## config.mk

```make
export PLATFORM = sky130hd
export DESIGN_NAME = i2c_scl_gen_flat
export DESIGN_NICKNAME = d
export VERILOG_FILES = /design/src/rtl/i2c_scl_gen_if.sv /design/src/rtl/i2c_scl_gen.sv /design/src/flat_wrapper.sv
export SDC_FILE = /design/constraint.sdc
export NUM_CORES = 1
export LEC_CHECK = 0
export ABC_AREA = 0
export CAP_MARGIN = 5
export CORE_MARGIN = 2
export CORE_UTILIZATION = 50
export CTS_CLUSTER_DIAMETER = 80
export DETAILED_ROUTE_END_ITERATION = 6
export PLACE_DENSITY = 0.76
export SLEW_MARGIN = 0
export SYNTH_ARGS = -nofsm -noshare
export SYNTH_HDL_FRONTEND = slang
export SYNTH_SLANG_ARGS = --single-unit
export TNS_END_PERCENT = 100
```

## constraint.sdc

```tcl
create_clock -name clk -period 2.9 [get_ports clk]
set_input_delay 0.725 -clock clk [delete_from_list [all_inputs] [get_ports clk]]
set_output_delay 0.725 -clock clk [all_outputs]
set_load 0.05 [all_outputs]
```

## src/rtl/i2c_scl_gen_if.sv

```systemverilog
// i2c_scl_gen_if: control inputs and SCL/SDA phase outputs of the SCL generator.
interface i2c_scl_gen_if;
  logic ena;
  logic scl_not_ena;
  logic scl_in;
  logic scl_clk;
  logic data_clk;
  logic data_clk_rise;
  logic switch_range;
  logic stretching;
  logic timeout;
  modport master (
    output ena, scl_not_ena, scl_in,
    input  scl_clk, data_clk, data_clk_rise, switch_range, stretching, timeout
  );
  modport slave (
    input  ena, scl_not_ena, scl_in,
    output scl_clk, data_clk, data_clk_rise, switch_range, stretching, timeout
  );
endinterface

```

## src/rtl/i2c_scl_gen.sv

```systemverilog
// i2c_scl_gen: four-quarter SCL/data phase generator with slave clock-stretch hold.
// Optional macro I2C_STRETCH_TIMEOUT_EN bounds a stretch to TO_CYCLES held cycles.
module i2c_scl_gen #(
  parameter int DIVIDER   = 3,
  parameter int CBITS     = 8,
  parameter int TO_CYCLES = 255
) (
  input logic clk,
  input logic rst,
  i2c_scl_gen_if.slave io
);
  localparam logic [CBITS-1:0] L_Q1  = CBITS'(DIVIDER);
  localparam logic [CBITS-1:0] L_Q2  = CBITS'(2 * DIVIDER);
  localparam logic [CBITS-1:0] L_Q3  = CBITS'(3 * DIVIDER);
  localparam logic [CBITS-1:0] L_TOP = CBITS'(4 * DIVIDER - 1);
  logic [CBITS-1:0] r_cnt;
  logic [CBITS-1:0] w_next;
  logic r_scl_clk, r_data_clk, r_rise, r_switch, r_stretch;
  logic w_hold_raw, w_hold, w_scl, w_dclk, w_q2;
  assign w_hold_raw = io.ena && r_cnt == L_Q2 && !io.scl_not_ena && !io.scl_in;
`ifdef I2C_STRETCH_TIMEOUT_EN
  logic [15:0] r_scnt;
  logic r_timeout;
  logic w_to;
  assign w_to   = r_scnt >= 16'(TO_CYCLES);
  assign w_hold = w_hold_raw && !w_to;
  always_ff @(posedge clk) begin
    if (rst || !io.ena) begin
      r_scnt    <= '0;
      r_timeout <= 1'b0;
    end else begin
      r_scnt    <= w_hold ? r_scnt + 16'd1 : '0;
      r_timeout <= r_timeout || (w_hold_raw && w_to);
    end
  end
  assign io.timeout = r_timeout;
`else
  assign w_hold     = w_hold_raw;
  assign io.timeout = 1'b0;
`endif
  // Outputs decode the next count so they line up with r_cnt on the same edge.
  always_comb begin
    w_next = !io.ena ? '0 : w_hold ? r_cnt : (r_cnt == L_TOP) ? '0 : r_cnt + 1'b1;
    w_scl  = !io.ena || w_next >= L_Q2;
    w_dclk = io.ena && w_next >= L_Q1 && w_next < L_Q3;
    w_q2   = io.ena && w_next >= L_Q2 && w_next < L_Q3;
  end
  always_ff @(posedge clk) begin
    if (rst) begin
      r_cnt      <= '0;
      r_scl_clk  <= 1'b1;
      r_data_clk <= 1'b0;
      r_rise     <= 1'b0;
      r_switch   <= 1'b0;
      r_stretch  <= 1'b0;
    end else begin
      r_cnt      <= w_next;
      r_scl_clk  <= w_scl;
      r_data_clk <= w_dclk;
      r_rise     <= w_dclk && !r_data_clk;
      r_switch   <= w_q2;
      r_stretch  <= w_hold;
    end
  end
  assign io.scl_clk       = r_scl_clk;
  assign io.data_clk      = r_data_clk;
  assign io.data_clk_rise = r_rise;
  assign io.switch_range  = r_switch;
  assign io.stretching    = r_stretch;
endmodule

```

## src/flat_wrapper.sv

```systemverilog
// flat-port wrapper written by rule: the top's interface ports become plain ports
module i2c_scl_gen_flat 
#(
  parameter int DIVIDER   = 3,
  parameter int CBITS     = 8,
  parameter int TO_CYCLES = 255
)
  (clk, rst, io_ena, io_scl_not_ena, io_scl_in, io_scl_clk, io_data_clk, io_data_clk_rise, io_switch_range, io_stretching, io_timeout);
  i2c_scl_gen_if io_i ();
  input logic clk;
  input logic rst;
  input wire logic [$bits(io_i.ena)-1:0] io_ena;
  input wire logic [$bits(io_i.scl_not_ena)-1:0] io_scl_not_ena;
  input wire logic [$bits(io_i.scl_in)-1:0] io_scl_in;
  output wire logic [$bits(io_i.scl_clk)-1:0] io_scl_clk;
  output wire logic [$bits(io_i.data_clk)-1:0] io_data_clk;
  output wire logic [$bits(io_i.data_clk_rise)-1:0] io_data_clk_rise;
  output wire logic [$bits(io_i.switch_range)-1:0] io_switch_range;
  output wire logic [$bits(io_i.stretching)-1:0] io_stretching;
  output wire logic [$bits(io_i.timeout)-1:0] io_timeout;
  assign io_i.ena = io_ena;
  assign io_i.scl_not_ena = io_scl_not_ena;
  assign io_i.scl_in = io_scl_in;
  assign io_scl_clk = io_i.scl_clk;
  assign io_data_clk = io_i.data_clk;
  assign io_data_clk_rise = io_i.data_clk_rise;
  assign io_switch_range = io_i.switch_range;
  assign io_stretching = io_i.stretching;
  assign io_timeout = io_i.timeout;
  i2c_scl_gen #(.DIVIDER(DIVIDER), .CBITS(CBITS), .TO_CYCLES(TO_CYCLES)) u_core (.clk(clk), .rst(rst), .io(io_i));
endmodule
```

# Yosys cells after proc, flatten, opt, wreduce, memory -nomap -nowiden
# Index checks and enable logic that the tools add are counted.
# word_totals
output_inout_bits	6
regBits	13
# classes
eq_ne	2
add_sub_neg	1
n_mux	3
n_lt_le_gt_ge	3
reduce_logical	13
# op_table
op	count
$mux W8	3
$add A8 B1 Y8 const B	1
$eq A8 B3 Y1 const B	1
$eq A8 B4 Y1 const B	1
$ge A8 B2 Y1 const B	1
$ge A8 B3 Y1 const B	1
$logic_and A1 B1 Y1	8
$lt A8 B4 Y1 const B	1
$logic_not A1 Y1	4
$logic_or A1 B1 Y1	1

# Depth between registers and ports, before layout
# Gate-level depths: netlist (run 1).
# logic_depth
ltp_word	10
mapped_depth	7
mapped_depth_nobuf	7

# Least setup slack after synthesis (run 1)
# OpenSTA, ideal clock, no wires.
# synth_timing
kind	input port to flip-flop
startpoint	input io_scl_not_ena
endpoint	register u_core.r_rise (netlist: u_core.io.data_clk_rise)
setup_ps	89
path_slack_ps	670
path_buffers	0
arrival_ps	2141
path_stages	5
path_cell_list	and4bb_4 > o2bb2ai_2 > a211o_1 > or4_4 > o32ai_2
# synth_via
elab_chain_len	9
# synth_rtl
element	line_no	text
start: declaration	flat_wrapper.sv:13	input wire logic [$bits(io_i.scl_not_ena)-1:0] io_scl_not_ena;
$logic_not A1 Y1 *	i2c_scl_gen.sv:20	assign w_hold_raw = io.ena && r_cnt == L_Q2 && !io.scl_not_ena && !io.scl_in;
$logic_and A1 B1 Y1 * (2 in a row)	i2c_scl_gen.sv:20	
$mux W8 * (2 in a row)	i2c_scl_gen.sv:43	w_next = !io.ena ? '0 : w_hold ? r_cnt : (r_cnt == L_TOP) ? '0 : r_cnt + 1'b1;
$ge A8 B2 Y1	i2c_scl_gen.sv:45	w_dclk = io.ena && w_next >= L_Q1 && w_next < L_Q3;
$logic_and A1 B1 Y1	i2c_scl_gen.sv:45	
$logic_and A1 B1 Y1 *	i2c_scl_gen.sv:45	
$logic_and A1 B1 Y1 *	i2c_scl_gen.sv:60	r_rise <= w_dclk && !r_data_clk;
end signal: assignment	i2c_scl_gen.sv:60	
end: declaration	i2c_scl_gen.sv:18	logic r_scl_clk, r_data_clk, r_rise, r_switch, r_stretch;
# Mark *: on every way between the ends. The rest lies on a longest branch, timed or not.
# A chain may end at the register's enable or synchronous reset.

# Worst setup path in the final report (run 1)
# Ends and elaborated chain as after synthesis.

==> results of run 1 <==
==> worst max-delay path: stages <==
cell	delay [ns]
clkdlybuf4s50_1	0.46
and4bb_4	0.23
o2bb2ai_2	0.14
a211o_1	0.36
or4_4	0.57
o32ai_2	0.21
==> through the flow <==
step                std cells  power (mW)  utilization, %  worst slack (ns)
detailed placement        102       0.224            62.1             0.118
CTS                       106       0.331            64.1             0.392
finish                    106       0.328            64.1             0.382
global placement          102       0.223            62.1             0.167
floorplan                  78       0.210               -             0.670
global route              106       0.343            64.1             0.334
==> power by group through the flow <==
stage               Clock, mW  Combinational (mW)  Sequential (mW)
global route            0.120              0.0394            0.184
CTS                     0.111              0.0360            0.184
floorplan                   0              0.0183            0.192
global placement            0              0.0356            0.188
detailed placement          0              0.0358            0.188
finish                  0.108              0.0360            0.184
==> synthesized netlist by cell type, drive strengths merged <==
cell type / n / share of area (%)
o21a: 1 / 1.1
o2bb2ai: 1 / 2.1
and4bb: 1 / 2.3
nand4b: 1 / 1.2
a21o: 1 / 1.1
o21ai: 1 / 0.70
nor3: 3 / 2.1
nor4: 1 / 0.88
o22ai: 1 / 0.88
nand3: 6 / 4.2
ha: 2 / 3.5
a311oi: 1 / 1.2
o211ai: 1 / 1.8
and3: 1 / 0.88
nand2b: 2 / 1.8
o32ai: 1 / 2.3
nand4: 3 / 2.6
conb: 1 / 0.53
dfxtp: 13 / 36
and2: 1 / 0.88
a211o: 2 / 2.6
a211oi: 1 / 1.1
or2: 1 / 0.88
a221oi: 1 / 1.2
or4: 2 / 3.2
buf: 2 / 2.6
nor2b: 4 / 3.5
nand2: 4 / 2.1
xnor2: 3 / 3.7
xor2: 2 / 2.5
o21ba: 1 / 1.4
nor2: 6 / 3.2
inv: 3 / 1.6
a21oi: 3 / 2.1
==> cells by family (layout without fill, tap and decap cells) <==
| group | after synthesis | count (layout) | synth area share (%) |
|---|---|---|---|
| other cells | 1 | 1 | 0.526 |
| compound gates | 16 | 16 | 19.5 |
| simple gates | 36 | 36 | 29.7 |
| fa+ha+maj | 2 | 2 | 3.51 |
| flops | 13 | 13 | 36.5 |
| xor+xnor | 5 | 5 | 6.14 |
| buf+inv | 5 | 18 | 4.21 |
==> state kept, by name, summed over array words and instances, names as in the netlist <==
register                 flops
u_core.io.data_clk           1
u_core.io.data_clk_rise      1
u_core.io.scl_clk            1
u_core.io.stretching         1
u_core.io.switch_range       1
u_core.r_cnt                 8
==> layer usage <==
layer	GRT usage [%]	routed length (um)	vias to the layer above
met1	21.5	641	289
li1	-	-	312
met5	0	0	-
met4	0	0	0
met3	3.04	59	0
met2	31.3	643	15
==> cell usage in the layout (no fill, tap or decap), types with 3 or more instances in the layout <==
cell	n
nand4_1	3
clkdlybuf4s50_1	9
clkbuf_4	3
xnor2_1	3
nand2_1	4
nor3_1	3
a21oi_1	3
inv_1	3
nor2_1	6
dfxtp_1	13
nor2b_1	4
nand3_1	6
==> area by class of cell <==
class | count | area, um^2 | area share (%)
tap | 15 | 18.8 | 2.22
clock buffer | 4 | 26.3 | 3.11
inverter | 3 | 11.3 | 1.33
sequential | 13 | 260 | 30.8
timing repair buffer | 11 | 105 | 12.4
multi-input combinational | 60 | 423 | 50.1
==> final timing paths <==
path | slack, ns | depth (start not counted) | end
min | 0.52 | 1 | u_core.io.data_clk_rise
max reg2reg | 0.70 | 7 | u_core.io.data_clk_rise
min reg2reg | 0.52 | 1 | u_core.io.data_clk_rise
max | 0.38 | 6 | u_core.io.data_clk_rise
==> impl_metrics.ini, run 1 <==
[status]
run_status = finished, final reports clean

[routing]
detailedRoute.firstIterationViolations = 11
antenna_violating_nets_post_route = 0
avgViaCountPerCell = 5.81
remaining_routing_drc_violations = 0
drt_first_pass_iters = 4
wl_per_cell_um = 12.7
totalWireLength_um = 1340
dr_total_vias = 616

[pwr]
sequentialPowerShare_pct = 56.1
p_sw_share_pct = 23.7
netSwitchingPower_mw = 0.0777
ir_worst_vdd_mv = 0.258
cellPowerDensity_nw_per_um2 = 388
clock_power_share_pct = 33.0
internal_power_mw = 0.250
comb_power_share_pct = 11.0
cellLeakagePower_nw = 0.309

[yosys]
synthesis.nets = 85
post_synth.cell_area_avg_um2 = 9.14
yosysSeqAreaShare_pct = 36.5
post_synthesis_instance_total = 78
netlist_area_um2 = 713
synth_seq_cells = 13
number_of_different_library_cells_in_the_post_synthesis_netlist = 36
yosysWarningCount = 0

[grt]
grt_overflow = 0
globalRouteTotalUtil_pct = 16.9
global_route_wire_length_before_repair_um = 2390
grt_antenna_before_repair = 0
grt_max_degree = 11
number_of_global_route_vias_before_repair = 553

[worst_setup_path]
timing.rr.start = u_core.r_cnt[0]
path_max_fanout = 5
crit_path_start = io_scl_not_ena
worstSetupPathType = in -> reg
critical_path.endpoint_type = flop
worst-endpoint-arrival_ns = 2.69
worst_ep_required_time_ns = 3.07
critical_path.startpoint_type = input pin

[timing]
report.final.slew_viol_count = 0
timing.setup.tns_ns = 0
timing.final.hold_violations = 0
finalClockSkew_ns = 0.0105
fin_crit_sh_pct = 86.8
maxClockFrequency_mhz = 397
finalHoldWorstSlack_ns = 0.516
fin_crit_ns = 2.52
worst_margin_slew_ns = 0.555
relSlewSlack_pct = 62.7
rsz0062_at_grt = no
timing.final.setup_violations = 0

[floorplan]
pin_count = 11
die_height_um = 41.8
floorplan.die.width_um = 41.8
core-area_um2 = 1320
placementRows = 13
floorplan.initialDensity_pct = 54.1
floorplan.die_area_um2 = 1740

[clock_tree]
clock_latency_on_the_worst_skew_pair_ns = 0.27
tritoncts_clock_tree = done
clock-sinks = 13
clockRootBuffer = clkbuf_4
number_of_hold_repair_buffers_added_at_the_cts_stage = 0
post-cts-setup-buffers = 0
cts_resized = 0
cts_buffer_count = 3
h-tree-depth = 1
cts-root-to-sink-buffers = 2
cts.reportedPaths.clkPinSlew_ns = 0.07

[final_layout]
fillCellCount = 111
layout.nets = 99
finish.instance_area_um2 = 845
area_growth_syn_to_layout_pct = 18.4
antenna_cells_inserted = 0
final_layout_size_suffix_gt1_share_pct = 15.4

[placed_design]
dpl_cell_area_um2 = 818
port_buffers = 9
globalplace.congestion = 0.859
dp_hpwl_um = 1060

[worst_hold_path]
timing.hold.worst.start = u_core.io.data_clk
worstHoldPathType = reg -> reg

[run]
maxCapViolations = 0
No activity file was read; power rests on OpenSTA's default activity.
==> run 2: changes to the inputs <==
--- a/config.mk
+++ b/config.mk
@@ -16,4 +16,3 @@
 export SYNTH_ARGS = -nofsm -noshare
 export SYNTH_HDL_FRONTEND = slang
 export SYNTH_SLANG_ARGS = --single-unit
-export TNS_END_PERCENT = 100
==> results of run 2 <==
Same layout as run 1: the final DEF is identical, and so are final timing and power.
